<file path="config.mk">
export PLATFORM = sky130hd
export DESIGN_NAME = hilo_mult_unit
export DESIGN_NICKNAME = d
export VERILOG_FILES = /design/src/rtl/hilo_pkg.sv /design/src/rtl/mult_iter_core.sv /design/src/rtl/hilo_mult_unit.sv
export SDC_FILE = /design/constraint.sdc
export NUM_CORES = 1
export LEC_CHECK = 0
export CORE_MARGIN = 3
export CORE_UTILIZATION = 40
export DETAILED_ROUTE_END_ITERATION = 7
export PLACE_DENSITY_LB_ADDON = 0.1
export SKIP_CTS_REPAIR_TIMING = 1
export SLEW_MARGIN = 0
export SYNTH_ARGS = -nofsm -noshare
export SYNTH_HDL_FRONTEND = slang
export SYNTH_SLANG_ARGS = --single-unit
</file>
<file path="constraint.sdc">
create_clock -name clk -period 4.05 [get_ports clk]
set_input_delay 0.81 -clock clk [delete_from_list [all_inputs] [get_ports clk]]
set_output_delay 0.81 -clock clk [all_outputs]
set_load 0.005 [all_outputs]
</file>
<file path="src/rtl/hilo_pkg.sv">
// Shared constants, control bundle and FSM encoding for the EX-stage HI/LO unit.
package hilo_pkg;

    localparam logic [3:0] ALU_MULT    = 4'b0110;
    localparam logic [3:0] ALU_MULTU   = 4'b0111;

    localparam logic [1:0] REGSEL_NONE = 2'b00;
    localparam logic [1:0] REGSEL_HI   = 2'b01;
    localparam logic [1:0] REGSEL_LO   = 2'b10;

    typedef enum logic [1:0] {
        IDLE = 2'd0,
        RUN  = 2'd1,
        FIX  = 2'd2
    } hilo_state_t;

    typedef struct packed {
        logic       valid;
        logic [3:0] alu_op;
        logic       enhilo;
        logic [1:0] regsel;
    } ex_ctrl_t;

    function automatic logic is_mult_op(input logic [3:0] op);
        return (op == ALU_MULT) || (op == ALU_MULTU);
    endfunction

endpackage

</file>
<file path="src/rtl/mult_iter_core.sv">
// Iterative shift-add multiplier: magnitudes in, one multiplier bit per step,
// sign applied combinationally to the finished accumulator.
module mult_iter_core
    import hilo_pkg::*;
#(
    parameter int XLEN = 32
) (
    input  logic              clk,
    input  logic              rst,
    input  logic              start,
    input  logic              signed_op,
    input  logic              step,
    input  logic [XLEN-1:0]   rs_data,
    input  logic [XLEN-1:0]   rt_data,
    output logic              done,
    output logic [2*XLEN-1:0] product
);

    localparam int            CW   = $clog2(XLEN);
    localparam logic [CW-1:0] LAST = CW'(XLEN - 1);

    logic [2*XLEN-1:0] mcand;
    logic [2*XLEN-1:0] acc;
    logic [XLEN-1:0]   mplier;
    logic [CW-1:0]     cnt;
    logic              neg;
    logic [XLEN-1:0]   rs_mag;
    logic [XLEN-1:0]   rt_mag;

    // Negating the most negative value wraps back to 2^(XLEN-1), which is the
    // correct magnitude once read as unsigned.
    assign rs_mag = (signed_op && rs_data[XLEN-1]) ? -rs_data : rs_data;
    assign rt_mag = (signed_op && rt_data[XLEN-1]) ? -rt_data : rt_data;

    always_ff @(posedge clk) begin
        if (!rst) begin
            mcand  <= '0;
            acc    <= '0;
            mplier <= '0;
            cnt    <= '0;
            neg    <= 1'b0;
        end else if (start) begin
            mcand  <= {{XLEN{1'b0}}, rs_mag};
            mplier <= rt_mag;
            neg    <= signed_op & (rs_data[XLEN-1] ^ rt_data[XLEN-1]);
            acc    <= '0;
            cnt    <= '0;
        end else if (step) begin
            if (mplier[0])
                acc <= acc + mcand;
            mcand  <= mcand << 1;
            mplier <= mplier >> 1;
            cnt    <= cnt + CW'(1);
        end
    end

    assign done    = step && (cnt == LAST);
    assign product = neg ? -acc : acc;

endmodule

</file>
<file path="src/rtl/hilo_mult_unit.sv">
// EX-stage HI/LO unit: FSM glue around the iterative multiplier, HI/LO pair,
// dependency stall and MFHI/MFLO read mux.
module hilo_mult_unit
    import hilo_pkg::*;
#(
    parameter int XLEN = 32
) (
    input  logic            clk,
    input  logic            rst,
    input  logic            valid_EX,
    input  logic [3:0]      alu_op,
    input  logic            enhilo_EX,
    input  logic [1:0]      regsel_EX,
    input  logic [XLEN-1:0] rs_data,
    input  logic [XLEN-1:0] rt_data,
    output logic            busy,
    output logic            stall_o,
    output logic [XLEN-1:0] hilo_rdata
);

    ex_ctrl_t          ctrl;
    hilo_state_t       state;
    logic [XLEN-1:0]   hi_q;
    logic [XLEN-1:0]   lo_q;
    logic              start;
    logic              step;
    logic              done;
    logic              reads_hilo;
    logic [2*XLEN-1:0] product;

    assign ctrl = '{valid: valid_EX, alu_op: alu_op, enhilo: enhilo_EX, regsel: regsel_EX};

    assign start = (state == IDLE) && ctrl.valid && ctrl.enhilo && is_mult_op(ctrl.alu_op);
    assign step  = (state == RUN);

    mult_iter_core #(.XLEN(XLEN)) u_core (
        .clk       (clk),
        .rst       (rst),
        .start     (start),
        .signed_op (ctrl.alu_op == ALU_MULT),
        .step      (step),
        .rs_data   (rs_data),
        .rt_data   (rt_data),
        .done      (done),
        .product   (product)
    );

    always_ff @(posedge clk) begin
        if (!rst) begin
            state <= IDLE;
        end else begin
            case (state)
                IDLE:    if (start) state <= RUN;
                RUN:     if (done)  state <= FIX;
                FIX:     state <= IDLE;
                default: state <= IDLE;
            endcase
        end
    end

    // HI and LO commit together, only on the FIX cycle.
    always_ff @(posedge clk) begin
        if (!rst) begin
            hi_q <= '0;
            lo_q <= '0;
        end else if (state == FIX) begin
            {hi_q, lo_q} <= product;
        end
    end

    assign busy       = (state != IDLE);
    assign reads_hilo = (ctrl.regsel == REGSEL_HI) || (ctrl.regsel == REGSEL_LO);
    assign stall_o    = busy && ctrl.valid && (ctrl.enhilo || reads_hilo);

    always_comb begin
        hilo_rdata = '0;
        case (ctrl.regsel)
            REGSEL_HI: hilo_rdata = hi_q;
            REGSEL_LO: hilo_rdata = lo_q;
            default:   hilo_rdata = '0;
        endcase
    end

endmodule

</file>
==> summary by stage <==
Outcome
The run finished with clean final reports.

Drt
The wire length after detailed routing is 50500 um. For this run, design rule violations remaining after detail routing come to 0. The count of nets left with antenna violations once routing finished came out at 0.

The first detailed-routing pass ran for 5 iterations. Across all layers, the routed design uses 15500 vias. The wire length per cell after detailed routing is 18.7 um. The detailed router finished its first iteration with 1148 violations. Dividing the detail-routed via count by the number of cells gives 5.76.

Global routing
The pin count of the biggest net entering global routing is 122. For this run, global-route usage on met1 was measured as 0.333. The number of antenna violations at the first check in global routing came to 0. The via count of the first global-routing pass is 14600. The global-route usage over all layers is 0.233. The first global-routing pass estimated 80100 um of wire. In this run the most used layer during global routing was met2.

The global routing met3 resource utilization is 0.0384. The met2 layer usage reported by global route is 0.366. For this run the aggregate overflow at the end of global routing stands at 0.

Logic synthesis
The synthesized design contains 232 register bits. The top flip-flop cell by instance count after synthesis is dfxtp_1. The sequential area share after synthesis is 0.291. The synthesized instance count is 2116.

The post-synth design cell area is between 15000 and 20000 sq um. In this run, synthesis inferred 0 flip-flops with an integrated enable. The share of synthesized registers carrying an async set or reset is 0. Synthesis instantiated 75 different standard cells from the library.

The number of nets handed over by synthesis was roughly 2300. The synthesized area per cell is 7.54 sq um. For this run, the number of Yosys warnings is 0.

Setup path
Traced cell by cell, the critical path runs through clkdlybuf4s50_1 > inv_1 > ha_1 > buf_12 > nand2b_1 > and3_1 > clkdlybuf4s50_1. The maximum fanout encountered on the critical timing path is 23. The largest stage delay on the critical path is 0.50 ns.

The launch instance of the worst register-to-register path is u_core.acc[24]. At the worst endpoint, the required time is 3.24 ns. The slowest stage of the critical path belongs to the cell clkdlybuf4s50_1. The origin of the worst setup path is regsel_EX[0]. In this design, the critical path's most frequently occurring cell is clkdlybuf4s50_1. STA classifies the critical path startpoint as an input port. For the worst setup path, the data arrival time is 2.79 ns. The type of the worst setup path is in2out. The endpoint kind of the worst setup timing path is an output pin.

Die
Measured along the x axis, the die boundary spans 206 um. The placeable core region is 39000 sq um. For this design the top-level I/O count stands at 108. The die covers 42300 sq um. For this configuration, the core starts out at a cell density of 0.409. The floorplan row count is 72.

The die extent in y is 206 um.

Cells and area
0 antenna diodes ended up in the layout. The top cell types in the final layout, fill and taps aside, are 412 x nand2_1, 231 x dfxtp_1, 174 x a21oi_1, 113 x nor2_1, 106 x clkdlybuf4s50_1. The net count reported at finish is 2298. The area growth from synthesis to layout is 16.1%.

The share of final-layout standard cells stronger than drive strength 1 is 0.0552. The finished layout cell area is 18500 sq um. The commonest non-fill, non-tap cell in the layout is nand2_1. The layout has 3887 filler cells.

STA
The number of slew-limit violations in the final report is 0. The worst clock skew on the final layout is 0.0482 ns. The final worst slack is 0.450 ns. Setup violations remaining at the end of the flow were counted as 0.

For the final routed database, the setup TNS stands at 0 ns. Dividing the final minimum period by the clock period gives 0.889. The number of failing hold endpoints at the final stage is 0. The worst slew margin relative to its limit is 0.239. The transition time of the tightest slew-check pin is 1.14 ns. Setup repair after global routing left no endpoint under its margin. The final critical-path required period is 3.60 ns. The maximum clock frequency is 278 MHz.

Pwr
The completed layout was analyzed and its total power is 5.41 mW. VDD sags by at most approximately 0.00034 V. Dividing total power by cell area gives a power density of 292 nW/um^2.

The analysis attributes to cell leakage a power of 8.37 nW.

CTS
Clock-pin slew was measured on the worst setup and hold paths at around 0.06 ns. The cell chosen for the clock root is clkbuf_16. The TritonCTS sink count is 232. The total clock buffers created by CTS is 30. TritonCTS built the clock tree.

CTS built an H-tree with a depth of 1. The clock latency on the worst-skew pair is 0.60 ns. The clock passes through at most 3 buffers.

Flow run
The count of maximum capacitance violations is 0.

Hold path
The type of the worst min-delay path is reg2reg. The beginning of the worst hold path is u_core.mcand[41].

Place
Once placement finished, the instance area stood at 17500 sq um. In this run the tool buffered the top-level ports with 107 buffer cells. Timing analysis after detailed placement gives a worst setup slack of approximately 0.38 ns. The congestion estimate from routability-driven global placement came to roughly 0.95. Detailed placement finished with a half-perimeter wire length of 37400 um.
-- synth_stat cells (10+ instances only) --
master,n,area (sq um)
a211oi_1,15,113
a21boi_0,16,120
a21o_1,44,330
a21oi_1,174,871
a22oi_1,35,263
a31oi_1,11,68.8
and2_1,26,163
and3_1,16,100
clkbuf_1,137,514
dfxtp_1,232,4640
ha_1,70,876
inv_1,32,120
nand2_1,413,1550
nand3_1,103,515
nand4_1,30,188
nor2_1,113,424
nor2b_1,10,62.6
nor3_1,39,195
nor4_1,18,113
o211a_1,95,951
o211ai_1,13,97.6
o21a_1,17,128
o21ai_0,99,495
o21bai_1,16,120
o311a_1,11,110
o31ai_1,36,270
o41ai_1,13,114
or3_1,18,113
or4_1,12,90.1
xnor2_1,60,526
xor2_1,86,753
-- state kept, by name (all words and copies together), names as in the netlist --
signal / count
u_core.mplier: 32
u_core.acc: 64
hi_q: 32
u_core.cnt: 5
state: 2
u_core.neg: 1
lo_q: 32
u_core.mcand: 64
-- logic make-up after synthesis --
logic type | count (synthesis) | synth area share
and+or+nand+nor | 849 | 0.249
xor gates and xnor gates | 146 | 0.0802
buffers and inverters | 173 | 0.0410
AOI/OAI and AO/OA | 642 | 0.281
adders and majority gates | 71 | 0.0562
muxes | 3 | 0.00188
DFF | 232 | 0.291
-- critical path, delay by kind of cell --
family                     cells  cell delay, ns
buffers and inverters          4            1.22
adders and majority gates      1            0.50
and+or+nand+nor                2            0.23
-- per-stage QoR --
step,util,cells,hold slack [ns]
final,0.475,2693,0.433
after global routing,0.475,2693,0.470
after CTS,0.475,2693,0.432
after floorplan,-,2116,0.441
after global placement,0.449,2639,0.445
after detailed placement,0.449,2639,0.458
-- path summary, 6_finish.rpt --
path / end / slack [ns] / cells after the start
setup / recovery: stall_o / 0.45 / 7
hold / removal: u_core.mcand[42] / 0.43 / 2
setup reg to reg: u_core.acc[57] / 0.49 / 11
hold reg to reg: u_core.mcand[42] / 0.43 / 2
-- power by group --
part | switching (mW) | total [mW] | leakage [nW] | internal, mW
Clock | 1.08 | 2.77 | 0.501 | 1.69
Sequential | 0.0130 | 2.31 | 1.87 | 2.30
Combinational | 0.189 | 0.327 | 6.00 | 0.138
Total | 1.28 | 5.41 | 8.37 | 4.13
-- final cells by class --
class                      count  area (sq um)  area share
sequential                   232          4650       0.251
inverter                      32           120     0.00648
timing repair buffer         146          1400      0.0755
clock buffer                  43           840      0.0453
clock inverter                11           184     0.00993
tap                          518           648      0.0350
multi-input combinational   1711         10700       0.577
-- layer usage --
layer  vias to the layer above  part of all wire
met1                      7297              0.49
met2                       388              0.44
met4                         0             0.022
li1                       7761                 -
met5                         -                 0
met3                        70             0.056
Note: power is estimated with default switching activity, not from simulation.
